$ cat src/rtl/vmul_issue_ctrl_if.sv
// Handshake and datapath bundle between the vector dispatcher, the issue
// controller and the 8-bit-lane multiplier datapath.
interface vmul_issue_ctrl_if;
  logic        req_valid;
  logic        req_ready;
  logic [1:0]  req_sew;
  logic [31:0] req_a1;
  logic [31:0] req_b1;
  logic [31:0] req_a2;
  logic [31:0] req_b2;
  logic [1:0]  mul_sew;
  logic        mul_start;
  logic        mul_count_0;
  logic [31:0] mul_a1;
  logic [31:0] mul_b1;
  logic [31:0] mul_a2;
  logic [31:0] mul_b2;
  logic [31:0] mul_product_1;
  logic [31:0] mul_product_2;
  logic [31:0] mul_product_3;
  logic [31:0] mul_product_4;
  logic        res_valid;
  logic        res_ready;
  logic        res_err;
  logic [31:0] res_p1;
  logic [31:0] res_p2;
  logic [31:0] res_p3;
  logic [31:0] res_p4;
  logic        busy;

  modport master (
    output req_valid, req_sew, req_a1, req_b1, req_a2, req_b2,
    input  req_ready,
    input  mul_sew, mul_start, mul_count_0, mul_a1, mul_b1, mul_a2, mul_b2,
    output mul_product_1, mul_product_2, mul_product_3, mul_product_4,
    input  res_valid, res_err, res_p1, res_p2, res_p3, res_p4,
    output res_ready,
    input  busy
  );

  modport slave (
    input  req_valid, req_sew, req_a1, req_b1, req_a2, req_b2,
    output req_ready,
    output mul_sew, mul_start, mul_count_0, mul_a1, mul_b1, mul_a2, mul_b2,
    input  mul_product_1, mul_product_2, mul_product_3, mul_product_4,
    output res_valid, res_err, res_p1, res_p2, res_p3, res_p4,
    input  res_ready,
    output busy
  );
endinterface

$ cat src/rtl/vmul_issue_ctrl.sv
// Issue controller for the vector multiply datapath: sequences the issue
// passes, waits out the datapath latency and returns the captured products.
module vmul_issue_ctrl #(
  parameter int MUL_LATENCY = 3
) (
  input  logic             clk,
  input  logic             reset,
  vmul_issue_ctrl_if.slave bus
);

  typedef enum logic [2:0] {
    IDLE   = 3'd0,
    ISSUE0 = 3'd1,
    ISSUE1 = 3'd2,
    WAIT   = 3'd3,
    RESP   = 3'd4
  } state_t;

  localparam logic [3:0] LAST_WAIT = 4'(MUL_LATENCY - 1);

  state_t      state_r;
  state_t      next_state_s;
  logic        accept_s;
  logic        capture_s;
  logic        release_s;
  logic [3:0]  wait_cnt_r;
  logic        req_ready_r;
  logic        busy_r;
  logic        mul_start_r;
  logic        mul_count_0_r;
  // The mul_* operand registers double as the request holding registers.
  logic [1:0]  mul_sew_r;
  logic [31:0] mul_a1_r;
  logic [31:0] mul_b1_r;
  logic [31:0] mul_a2_r;
  logic [31:0] mul_b2_r;
  logic        res_valid_r;
  logic        res_err_r;
  logic [31:0] res_p1_r;
  logic [31:0] res_p2_r;
  logic [31:0] res_p3_r;
  logic [31:0] res_p4_r;

  // Next-state decode and the accept/capture/release strobes.
  always_comb begin
    next_state_s = state_r;
    accept_s     = 1'b0;
    capture_s    = 1'b0;
    release_s    = 1'b0;
    case (state_r)
      IDLE: begin
        if (bus.req_valid) begin
          accept_s     = 1'b1;
          next_state_s = (bus.req_sew == 2'd3) ? RESP : ISSUE0;
        end else begin
          next_state_s = IDLE;
        end
      end
      ISSUE0: begin
        if (mul_sew_r == 2'd2) begin
          next_state_s = ISSUE1;
        end else begin
          next_state_s = WAIT;
        end
      end
      ISSUE1: next_state_s = WAIT;
      WAIT: begin
        if (wait_cnt_r == LAST_WAIT) begin
          capture_s    = 1'b1;
          next_state_s = RESP;
        end else begin
          next_state_s = WAIT;
        end
      end
      RESP: begin
        if (bus.res_ready) begin
          release_s    = 1'b1;
          next_state_s = IDLE;
        end else begin
          next_state_s = RESP;
        end
      end
      default: next_state_s = IDLE;
    endcase
  end

  // State, wait counter and the control outputs registered from the next state.
  always_ff @(posedge clk or posedge reset) begin
    if (reset) begin
      state_r       <= IDLE;
      wait_cnt_r    <= 4'd0;
      req_ready_r   <= 1'b1;
      busy_r        <= 1'b0;
      mul_start_r   <= 1'b0;
      mul_count_0_r <= 1'b0;
    end else begin
      state_r       <= next_state_s;
      wait_cnt_r    <= ((state_r == WAIT) && (next_state_s == WAIT)) ? (wait_cnt_r + 4'd1) : 4'd0;
      req_ready_r   <= (next_state_s == IDLE);
      busy_r        <= (next_state_s != IDLE);
      mul_start_r   <= (next_state_s == ISSUE0);
      mul_count_0_r <= (next_state_s == ISSUE0);
    end
  end

  // Operand hold from acceptance until the products are captured.
  always_ff @(posedge clk or posedge reset) begin
    if (reset) begin
      mul_sew_r <= 2'd0;
      mul_a1_r  <= 32'd0;
      mul_b1_r  <= 32'd0;
      mul_a2_r  <= 32'd0;
      mul_b2_r  <= 32'd0;
    end else if (accept_s && (bus.req_sew != 2'd3)) begin
      mul_sew_r <= bus.req_sew;
      mul_a1_r  <= bus.req_a1;
      mul_b1_r  <= bus.req_b1;
      mul_a2_r  <= bus.req_a2;
      mul_b2_r  <= bus.req_b2;
    end else if (capture_s) begin
      mul_sew_r <= 2'd0;
      mul_a1_r  <= 32'd0;
      mul_b1_r  <= 32'd0;
      mul_a2_r  <= 32'd0;
      mul_b2_r  <= 32'd0;
    end
  end

  // Result register: illegal sew answers at once with zero data, products are sampled once.
  always_ff @(posedge clk or posedge reset) begin
    if (reset) begin
      res_valid_r <= 1'b0;
      res_err_r   <= 1'b0;
      res_p1_r    <= 32'd0;
      res_p2_r    <= 32'd0;
      res_p3_r    <= 32'd0;
      res_p4_r    <= 32'd0;
    end else if (accept_s && (bus.req_sew == 2'd3)) begin
      res_valid_r <= 1'b1;
      res_err_r   <= 1'b1;
      res_p1_r    <= 32'd0;
      res_p2_r    <= 32'd0;
      res_p3_r    <= 32'd0;
      res_p4_r    <= 32'd0;
    end else if (capture_s) begin
      res_valid_r <= 1'b1;
      res_err_r   <= 1'b0;
      res_p1_r    <= bus.mul_product_1;
      res_p2_r    <= bus.mul_product_2;
      res_p3_r    <= bus.mul_product_3;
      res_p4_r    <= bus.mul_product_4;
    end else if (release_s) begin
      res_valid_r <= 1'b0;
      res_err_r   <= 1'b0;
    end
  end

  assign bus.req_ready   = req_ready_r;
  assign bus.busy        = busy_r;
  assign bus.mul_start   = mul_start_r;
  assign bus.mul_count_0 = mul_count_0_r;
  assign bus.mul_sew     = mul_sew_r;
  assign bus.mul_a1      = mul_a1_r;
  assign bus.mul_b1      = mul_b1_r;
  assign bus.mul_a2      = mul_a2_r;
  assign bus.mul_b2      = mul_b2_r;
  assign bus.res_valid   = res_valid_r;
  assign bus.res_err     = res_err_r;
  assign bus.res_p1      = res_p1_r;
  assign bus.res_p2      = res_p2_r;
  assign bus.res_p3      = res_p3_r;
  assign bus.res_p4      = res_p4_r;

endmodule

$ cat src/flat_wrapper.sv
// flat-port wrapper written by rule: the top's interface ports become plain ports
module vmul_issue_ctrl_flat 
#(
  parameter int MUL_LATENCY = 3
)
  (clk, reset, bus_req_valid, bus_req_sew, bus_req_a1, bus_req_b1, bus_req_a2, bus_req_b2, bus_req_ready, bus_mul_sew, bus_mul_start, bus_mul_count_0, bus_mul_a1, bus_mul_b1, bus_mul_a2, bus_mul_b2, bus_mul_product_1, bus_mul_product_2, bus_mul_product_3, bus_mul_product_4, bus_res_valid, bus_res_err, bus_res_p1, bus_res_p2, bus_res_p3, bus_res_p4, bus_res_ready, bus_busy);
  vmul_issue_ctrl_if bus_i ();
  input  logic clk;
  input  logic reset;
  input wire logic [$bits(bus_i.req_valid)-1:0] bus_req_valid;
  input wire logic [$bits(bus_i.req_sew)-1:0] bus_req_sew;
  input wire logic [$bits(bus_i.req_a1)-1:0] bus_req_a1;
  input wire logic [$bits(bus_i.req_b1)-1:0] bus_req_b1;
  input wire logic [$bits(bus_i.req_a2)-1:0] bus_req_a2;
  input wire logic [$bits(bus_i.req_b2)-1:0] bus_req_b2;
  output wire logic [$bits(bus_i.req_ready)-1:0] bus_req_ready;
  output wire logic [$bits(bus_i.mul_sew)-1:0] bus_mul_sew;
  output wire logic [$bits(bus_i.mul_start)-1:0] bus_mul_start;
  output wire logic [$bits(bus_i.mul_count_0)-1:0] bus_mul_count_0;
  output wire logic [$bits(bus_i.mul_a1)-1:0] bus_mul_a1;
  output wire logic [$bits(bus_i.mul_b1)-1:0] bus_mul_b1;
  output wire logic [$bits(bus_i.mul_a2)-1:0] bus_mul_a2;
  output wire logic [$bits(bus_i.mul_b2)-1:0] bus_mul_b2;
  input wire logic [$bits(bus_i.mul_product_1)-1:0] bus_mul_product_1;
  input wire logic [$bits(bus_i.mul_product_2)-1:0] bus_mul_product_2;
  input wire logic [$bits(bus_i.mul_product_3)-1:0] bus_mul_product_3;
  input wire logic [$bits(bus_i.mul_product_4)-1:0] bus_mul_product_4;
  output wire logic [$bits(bus_i.res_valid)-1:0] bus_res_valid;
  output wire logic [$bits(bus_i.res_err)-1:0] bus_res_err;
  output wire logic [$bits(bus_i.res_p1)-1:0] bus_res_p1;
  output wire logic [$bits(bus_i.res_p2)-1:0] bus_res_p2;
  output wire logic [$bits(bus_i.res_p3)-1:0] bus_res_p3;
  output wire logic [$bits(bus_i.res_p4)-1:0] bus_res_p4;
  input wire logic [$bits(bus_i.res_ready)-1:0] bus_res_ready;
  output wire logic [$bits(bus_i.busy)-1:0] bus_busy;
  assign bus_i.req_valid = bus_req_valid;
  assign bus_i.req_sew = bus_req_sew;
  assign bus_i.req_a1 = bus_req_a1;
  assign bus_i.req_b1 = bus_req_b1;
  assign bus_i.req_a2 = bus_req_a2;
  assign bus_i.req_b2 = bus_req_b2;
  assign bus_req_ready = bus_i.req_ready;
  assign bus_mul_sew = bus_i.mul_sew;
  assign bus_mul_start = bus_i.mul_start;
  assign bus_mul_count_0 = bus_i.mul_count_0;
  assign bus_mul_a1 = bus_i.mul_a1;
  assign bus_mul_b1 = bus_i.mul_b1;
  assign bus_mul_a2 = bus_i.mul_a2;
  assign bus_mul_b2 = bus_i.mul_b2;
  assign bus_i.mul_product_1 = bus_mul_product_1;
  assign bus_i.mul_product_2 = bus_mul_product_2;
  assign bus_i.mul_product_3 = bus_mul_product_3;
  assign bus_i.mul_product_4 = bus_mul_product_4;
  assign bus_res_valid = bus_i.res_valid;
  assign bus_res_err = bus_i.res_err;
  assign bus_res_p1 = bus_i.res_p1;
  assign bus_res_p2 = bus_i.res_p2;
  assign bus_res_p3 = bus_i.res_p3;
  assign bus_res_p4 = bus_i.res_p4;
  assign bus_i.res_ready = bus_res_ready;
  assign bus_busy = bus_i.busy;
  vmul_issue_ctrl #(.MUL_LATENCY(MUL_LATENCY)) u_core (.clk(clk), .reset(reset), .bus(bus_i));
endmodule
$ cat config.mk
export PLATFORM = sky130hd
export DESIGN_NAME = vmul_issue_ctrl_flat
export DESIGN_NICKNAME = d
export VERILOG_FILES = /design/src/rtl/vmul_issue_ctrl_if.sv /design/src/rtl/vmul_issue_ctrl.sv /design/src/flat_wrapper.sv
export SDC_FILE = /design/constraint.sdc
export NUM_CORES = 1
export LEC_CHECK = 0
export ABC_CLOCK_PERIOD_IN_PS = 23000
export CORE_AREA = 2 2 205 207
export CTS_BUF_LIST = sky130_fd_sc_hd__clkbuf_16
export CTS_CLUSTER_DIAMETER = 120
export CTS_CLUSTER_SIZE = 20
export DETAILED_ROUTE_END_ITERATION = 7
export DIE_AREA = 0 0 207 209
export GPL_TIMING_DRIVEN = 0
export PLACE_DENSITY = 0.68
export SYNTH_ARGS = -nofsm -noshare
export SYNTH_HDL_FRONTEND = slang
export SYNTH_SLANG_ARGS = --single-unit
$ cat constraint.sdc
create_clock -name clk -period 23 [get_ports clk]
set_clock_uncertainty 0.15 [all_clocks]
set_input_delay 3.45 -clock clk [delete_from_list [all_inputs] [get_ports clk]]
set_output_delay 3.45 -clock clk [all_outputs]
set_load 0.05 [all_outputs]
==> results of run 1 <==
[sequential cells by signal, summed over array words and instances (netlist names), 32 cells and up]
signal and cells:
u_core.bus.mul_b1 32, u_core.bus.mul_a1 32, u_core.bus.mul_b2 32, u_core.bus.res_p1 32, u_core.bus.mul_a2 32, u_core.bus.res_p2 32
u_core.bus.res_p3 32, u_core.bus.res_p4 32
[final timing paths]
check | to | cells after the start | startpoint
min in group asynchronous | u_core.bus.mul_a2[19]$_DFFE_PP0P_ | 2 | reset
min reg2reg | u_core.wait_cnt_r[0]$_DFF_PP0_ | 1 | u_core.wait_cnt_r[0]$_DFF_PP0_
min | u_core.wait_cnt_r[0]$_DFF_PP0_ | 1 | u_core.wait_cnt_r[0]$_DFF_PP0_
max | bus_req_ready | 1 | u_core.bus.req_ready$_DFF_PP1_
max reg2reg | u_core.bus.res_p2[17]$_DFFE_PP0P_ | 7 | u_core.wait_cnt_r[0]$_DFF_PP0_
max in group asynchronous | u_core.bus.res_p1[7]$_DFFE_PP0P_ | 3 | reset
[placed cells by master, fill, tap and decap left out, types with 2 or more instances in the layout]
| cell type | count |
|---|---|
| sky130_fd_sc_hd__a22o_1 | 131 |
| sky130_fd_sc_hd__nor2b_1 | 2 |
| sky130_fd_sc_hd__buf_16 | 2 |
| sky130_fd_sc_hd__a21oi_1 | 131 |
| sky130_fd_sc_hd__inv_1 | 8 |
| sky130_fd_sc_hd__dfrtp_1 | 269 |
| sky130_fd_sc_hd__nor2_1 | 6 |
| sky130_fd_sc_hd__buf_2 | 40 |
| sky130_fd_sc_hd__clkbuf_16 | 17 |
| sky130_fd_sc_hd__or3_1 | 2 |
| sky130_fd_sc_hd__inv_8 | 2 |
| sky130_fd_sc_hd__nand2_1 | 4 |
| sky130_fd_sc_hd__o21ai_0 | 127 |
| sky130_fd_sc_hd__clkbuf_1 | 30 |
| sky130_fd_sc_hd__buf_4 | 23 |
| sky130_fd_sc_hd__buf_6 | 10 |
| sky130_fd_sc_hd__clkdlybuf4s50_1 | 525 |
| sky130_fd_sc_hd__ha_1 | 2 |
| sky130_fd_sc_hd__diode_2 | 2 |
| sky130_fd_sc_hd__nand3_1 | 131 |
[worst reg2reg max path, cell delays in order, from the launching register on]
cell,delay (ns)
sky130_fd_sc_hd__dfrtp_1,0.42
sky130_fd_sc_hd__inv_1,0.07
sky130_fd_sc_hd__ha_1,0.15
sky130_fd_sc_hd__nor3b_2,0.48
sky130_fd_sc_hd__clkbuf_1,0.60
sky130_fd_sc_hd__buf_2,0.35
sky130_fd_sc_hd__nand3_1,0.11
sky130_fd_sc_hd__a21oi_1,0.16
[layer usage]
layer,global-route usage,vias to the layer above,share of wire
met1,0.234,4897,0.41
met4,0.0650,0,0.034
met3,0.0425,79,0.068
met2,0.292,383,0.48
li1,-,4503,-
met5,0,-,0
[logic make-up after synthesis]
group / after synthesis / synth area share
AO/OA/AOI/OAI: 395 / 0.232
flip-flops: 270 / 0.631
AND/OR/NAND/NOR: 156 / 0.0753
buffers and inverters: 107 / 0.0574
XOR/XNOR: 2 / 0.00164
adder cells (fa/ha/maj): 2 / 0.00234
[power by group]
part           total [W]  leakage, nW  internal [W]  switching (W)
Sequential      0.000831         3.44      0.000700       0.000131
Combinational    0.00186         3.49      0.000614        0.00125
Clock           0.000302        0.252      0.000136       0.000166
[cell type report]
cell class | instances | area (um^2)
clock buffer | 17 | 425
clock inverter | 8 | 42.5
multi-input combinational | 555 | 3340
sequential | 270 | 6760
fill | 3965 | 24100
inverter | 3 | 18.8
tap | 539 | 674
antenna | 2 | 5.00
buffer | 104 | 603
timing repair buffer | 527 | 5310
[cell usage after synthesis (2+ instances only)]
library cell | n | area [um^2]
sky130_fd_sc_hd__nand3_1 | 131 | 656
sky130_fd_sc_hd__buf_2 | 40 | 200
sky130_fd_sc_hd__buf_4 | 23 | 173
sky130_fd_sc_hd__buf_6 | 10 | 113
sky130_fd_sc_hd__or3_1 | 2 | 12.5
sky130_fd_sc_hd__clkbuf_1 | 30 | 113
sky130_fd_sc_hd__ha_1 | 2 | 25.0
sky130_fd_sc_hd__a21oi_1 | 131 | 656
sky130_fd_sc_hd__o21ai_0 | 127 | 636
sky130_fd_sc_hd__nor2_1 | 6 | 22.5
sky130_fd_sc_hd__nand2_1 | 4 | 15.0
sky130_fd_sc_hd__a22o_1 | 131 | 1150
sky130_fd_sc_hd__inv_1 | 3 | 11.3
sky130_fd_sc_hd__dfrtp_1 | 269 | 6730
sky130_fd_sc_hd__nor2b_1 | 2 | 12.5
[metrics by stage]
step / cell area, um^2 / cells / setup slack (ns)
final: 17200 / 2025 / 17.53
after global routing: 17200 / 2025 / 17.49
after CTS: 17200 / 2023 / 17.50
after detailed placement: 16700 / 1998 / 17.61
after global placement: 16600 / 1996 / 8.53
after floorplan: 10700 / 932 / 11.96
==> metrics.md, run 1 <==
| Metric | Value |
|---|---|
| PD cells | `174 nW/um^2` |
| Number of antenna violations at the first check in global routing | `2` |
| Global-route wire length before repair | `61,800 um` |
| Main synth FF type | `sky130_fd_sc_hd__dfrtp_1` |
| Largest net degree at the start of global routing | `110` |
| Number of storage elements in the synthesis netlist | `270` |
| HPWL after DPL | `30,500 um` |
| Kind of capture point of the worst setup path | `output port` |
| Hold violation count in the final report | `0` |
| Count of mapped cells out of synthesis | `932` |
| CTS root buf | `sky130_fd_sc_hd__clkbuf_16` |
| Mean post-synth cell area | `11.5 um^2` |
| Post-DR wirelength/cell | `20.1 um` |
| Core utilization of the finished layout | `0.416` |
| Fmax | `0.183 GHz` |
| Core footprint | `41,300 um^2` |
| Worst-margin pin slew | `0.705 ns` |
| Critical path data arrival time | `1.87 ns` |
| Global placement routability congestion | `0.873` |
| Number of buffers inserted to repair setup after CTS | `0` |
| Area of the mapped netlist | `10,700 um^2` |
| Placement Rows | `75` |
| WP data required | `19.40 ns` |
| Bufs on Longest Clock Path | `3` |
| Floorplan die height | `209 um` |
| Total nets after synthesis | `1,196` |
| Worst-path cell chain | `clkdlybuf4s50_1` |
| Max-slew headroom | `0.530` |
| Worst path slowest cell | `sky130_fd_sc_hd__clkdlybuf4s50_1` |
| DRT Pass-1 Iters | `5` |
| Initial drt markers | `642` |
| Number of setup violations in the final report | `0` |
| IO buf count | `525` |
| Worst supply voltage drop on vdd | `0.0787 mV` |
| Worst-path clk slew | `0.09 ns` |
| Run status | `finished, final reports clean` |
| Number of top-level pins | `526` |
| Unrepaired setup endpoints after global routing | `no` |
| Startpoint kind of the worst setup timing path | `flop` |
| Global routing usage summed across all routing layers | `0.180` |
| Worst setup path class | `flop to output port` |
| Routed vias | `9,862` |
| Die Width | `207 um` |
| Final Routed Wirelength | `40,600 um` |
| Max_cap viols | `0` |
| TritonCTS sink count | `270` |
| Count of warnings emitted by yosys | `0` |
| H-tree depth reported by CTS | `1` |
| Clock tree from TritonCTS | `built` |
| Setup TNS Final | `0 ns` |
| Aggregate global routing overflow | `0` |
| Leakage power total | `7.18 nW` |
| Bufs and invs on worst path | `1` |
| Total power | `0.00299 W` |
| Number of global-route vias before repair | `10,100` |
| Class of the tightest hold or removal check | `flop to flop` |
| Number of buffers inserted for hold repair after clock tree synthesis | `0` |
| Antenna violation net count after detailed routing | `0` |
| Nets@finish | `1,742` |
| Worst slack on hold paths | `0.338 ns` |
| Ratio of routed vias to standard cells | `4.87` |
| Starting density of the core | `0.259` |
| Setup slack of the most critical reg-to-reg path | `20.44 ns` |
| Number of distinct standard cells referenced by the synthesized netlist | `36` |
| Final clock period utilization by the worst path | `0.238` |
| Worst skew pair latency | `0.51 ns` |
| Async SR Flop Fraction | `1.00` |
| Number of synthesized flops with an enable pin | `0` |
| DRC violation count after routing | `0` |
| Final max-slew violation count | `0` |
| Number of buffers inserted during clock tree synthesis | `17` |
| Critical Path Fanout Max | `1` |
| Final critical-path required period | `5.47 ns` |
| Sequential area share after synthesis | `0.631` |
| Growth of design area from synthesis to finish | `60.4%` |
| Largest stage delay on the critical path | `0.83 ns` |
| Share of cells above drive strength 1 | `0.0687` |
| Quantity of gates resized following cts | `0` |
| Die area | `43,300 um^2` |
| Top Family by Delay on Critical Path | `buffers and inverters` |
No activity file was read; power rests on OpenSTA's default activity.
==> run 2: changes to the inputs <==
- ABC_CLOCK_PERIOD_IN_PS: 23000 -> 5300
- clock period: 23 -> 5.3 ns (I/O delays scaled with it)
==> run 2 against run 1 <==
Combinational power increased to 4.3 times the previous value. Via count is 2.0% higher. Worst hold slack improved by 0.010 ns. Setup slack worse by 15 ns. First-iteration DRC count increased by 14%. Largest power group unchanged. Critical endpoint unchanged. Die area unchanged. Clock power grew to 4.4 times the previous value. Non-clock buffer count is 4 higher. Highest routed layer unchanged. Register-to-register slack lost 18 ns.
==> metrics.md, run 2 (synthesis gave the netlist of run 1 again) <==
| Metric | Value |
|---|---|
| Cell count of the worst reg-to-reg path | `7 (unchanged)` |
| Cell area after placement | `16,800 um^2 (+0.37%)` |
| Switching part of the total | `0.516 (about the same)` |
| Hold Path Depth | `1 (unchanged)` |
| HP Start | `u_core.bus.mul_a1[11]$_DFFE_PP0P_` |
| Number of buffers inserted for hold repair after clock tree synthesis | `0 (unchanged)` |
| Class of the tightest hold or removal check | `flop to flop` |
| Ratio of routed vias to standard cells | `4.96 (+1.8%)` |
| Proportion of power drawn by combinational gates | `0.622 (about the same)` |
| Final clock period utilization by the worst path | `0.528` |
| Switching power total | `0.00671 W (+330%)` |
| Worst supply voltage drop on vdd | `0.408 mV (+420%)` |
| Core footprint | `41,300 um^2 (unchanged)` |
| Worst path slowest cell | `sky130_fd_sc_hd__clkdlybuf4s50_1` |
| Hold violation count in the final report | `0 (unchanged)` |
| Final Instance Area | `17,200 um^2 (+0.34%)` |
| Number of setup violations in the final report | `0 (unchanged)` |
| Number of antenna violations at the first check in global routing | `1 (-1)` |
| WP data required | `4.36 ns (-15.04 ns)` |
| CTS root buf | `sky130_fd_sc_hd__clkbuf_16` |
| Setup TNS Final | `0 ns (unchanged)` |
| Bufs and invs on worst path | `1 (unchanged)` |
| Global routing usage summed across all routing layers | `0.183 (+0.00343)` |
| Share of cells above drive strength 1 | `0.0712 (+0.00250)` |
| Global-route wire length before repair | `62,800 um (+1.6%)` |
| Quantity of gates resized following cts | `0 (unchanged)` |
| DRC violation count after routing | `0 (unchanged)` |
| Worst-path clk slew | `0.09 ns (about the same)` |
| Filler Cells Inserted | `3,940 (-0.63%)` |
| Leakage power total | `7.21 nW (+0.35%)` |
| Max_cap viols | `0 (unchanged)` |
| Total internal power | `0.00630 W (+330%)` |
| Largest net degree at the start of global routing | `43 (-61%)` |
| Worst setup path class | `flop to output port` |
| Kind of capture point of the worst setup path | `output port` |
| Number of cells in the design after placement | `2,002 (+0.20%)` |
| Final Routed Wirelength | `41,600 um (+2.4%)` |
| Startpoint kind of the worst setup timing path | `flop` |
| Placement Rows | `75 (unchanged)` |
| Nets@finish | `1,746 (+0.23%)` |
| Run status | `finished, final reports clean` |
| DRT Pass-1 Iters | `6 (+1)` |
| Core utilization of the finished layout | `0.417 (+0.00142)` |
| Antenna violation net count after detailed routing | `0 (unchanged)` |
| Top Family by Delay on Critical Path | `buffers and inverters` |
| Global placement routability congestion | `0.912 (+4.4%)` |
| Growth of design area from synthesis to finish | `60.9%` |
| Crit Reg-Reg Startpoint | `u_core.wait_cnt_r[0]$_DFF_PP0_` |
| Worst hold endpoint | `u_core.bus.mul_a1[11]$_DFFE_PP0P_` |
| Worst-path cell chain | `clkdlybuf4s50_1` |
| Number of buffers inserted to repair setup after CTS | `0 (unchanged)` |
| Number of global-route vias before repair | `10,300 (+1.9%)` |
| Worst-margin pin slew | `0.911 ns (+0.206 ns)` |
| IO buf count | `525 (unchanged)` |
| Starting density of the core | `0.259 (unchanged)` |
| Number of buffers inserted during clock tree synthesis | `17 (unchanged)` |
| Bufs on Longest Clock Path | `3 (unchanged)` |
| Critical path data arrival time | `1.85 ns (-0.02 ns)` |
| Final max-slew violation count | `0 (unchanged)` |
| PD cells | `755 nW/um^2 (+330%)` |
| TritonCTS sink count | `270 (unchanged)` |
| Worst skew pair latency | `0.51 ns (about the same)` |
| Aggregate global routing overflow | `0 (unchanged)` |
| Dpl ws | `2.45 ns (-15.17 ns)` |
| Routed vias | `10,100 (+2.0%)` |
| Setup slack of the most critical reg-to-reg path | `2.62 ns (-17.82 ns)` |
| Final critical-path setup slack | `2.50 ns (-15.03 ns)` |
| H-tree depth reported by CTS | `1 (unchanged)` |
| Top library cells by usage in the layout, fill and taps aside | `sky130_fd_sc_hd__clkdlybuf4s50_1 (525), sky130_fd_sc_hd__dfrtp_1 (269), sky130_fd_sc_hd__a22o_1 (131), sky130_fd_sc_hd__nand3_1 (131), sky130_fd_sc_hd__a21oi_1 (131)` |
| Most common library cell in the layout ignoring fill and taps | `sky130_fd_sc_hd__clkdlybuf4s50_1` |
| Final critical-path required period | `2.80 ns` |
| Die area | `43,300 um^2 (unchanged)` |
| Unrepaired setup endpoints after global routing | `no` |
| Capturing point of the worst reg2reg path | `u_core.bus.res_p2[14]$_DFFE_PP0P_` |
| Max-slew headroom | `0.391 (-0.138)` |
| Relative contribution of sequential cells to total power | `0.276 (-0.002)` |
| Die Width | `207 um (unchanged)` |
| Critical Path Fanout Max | `1 (unchanged)` |
| Post-DR wirelength/cell | `20.5 um (+2.3%)` |
| Clock tree from TritonCTS | `built` |
| HPWL after DPL | `31,500 um (+3.1%)` |
| Floorplan die height | `209 um (unchanged)` |
| Initial drt markers | `732 (+14%)` |
| Non-filler instance count after layout | `2,028 (+0.15%)` |
| Number of top-level pins | `526 (unchanged)` |
| Largest stage delay on the critical path | `0.81 ns (-0.02 ns)` |
| Fmax | `0.357 GHz` |
| Share of total power in the clock network | `0.101 (about the same)` |
-- run 2: through the flow --
stage | hold WS (ns) | power [W]
after floorplan | 0.301 | 0.00867
after global placement | 0.322 | 0.0116
after detailed placement | 0.331 | 0.0117
after CTS | 0.353 | 0.0131
after global routing | 0.367 | 0.0136
final | 0.348 | 0.0130
-- run 2: cell type report --
type / count / area, um^2 / share of cell area
flip-flops and latches: 270 / 6760 / 0.392
well taps: 539 / 674 / 0.0391
clock inverters: 8 / 42.5 / 0.00247
diodes: 1 / 2.50 / 0.000145
multi-input cells: 555 / 3340 / 0.194
clock buffers: 17 / 425 / 0.0247
inverters: 3 / 15.0 / 0.000871
plain buffers: 104 / 603 / 0.0350
repair buffers: 531 / 5380 / 0.312
-- run 2: worst max path at each step --
stage | start | to | slack, ns | cells past startpoint
6_report | u_core.bus.req_ready$_DFF_PP1_ | bus_req_ready | 2.50 | 1
5_1_grt | u_core.bus.req_ready$_DFF_PP1_ | bus_req_ready | 2.44 | 1
4_1_cts | u_core.bus.req_ready$_DFF_PP1_ | bus_req_ready | 2.46 | 1
3_5_place_dp | reset | u_core.bus.res_p4[21]$_DFFE_PP0P_ | 2.45 | 5
3_3_place_gp | reset | u_core.bus.res_p4[21]$_DFFE_PP0P_ | -1.24 | 2
2_1_floorplan | reset | u_core.bus.busy$_DFF_PP0_ | 0.79 | 1
-- run 2: metal layers --
layer  share of wire  routed length (um)  up-vias  GRT usage
met5               0                   0        -          0
met4           0.034                1410        0     0.0690
met3           0.069                2860       83     0.0368
met2            0.47               19700      458      0.300
met1            0.42               17600     5012      0.240
li1                -                   -     4502          -
-- run 2: power by group through the flow --
| stage | clock network [W] | logic [W] | registers (W) |
|---|---|---|---|
| 5_1_grt | 0.00144 | 0.00844 | 0.00370 |
| 4_1_cts | 0.00136 | 0.00813 | 0.00358 |
| 3_5_place_dp | 0 | 0.00810 | 0.00360 |
| 3_3_place_gp | 0 | 0.00803 | 0.00358 |
| 2_1_floorplan | 0 | 0.00179 | 0.00688 |
| 6_report | 0.00132 | 0.00809 | 0.00359 |
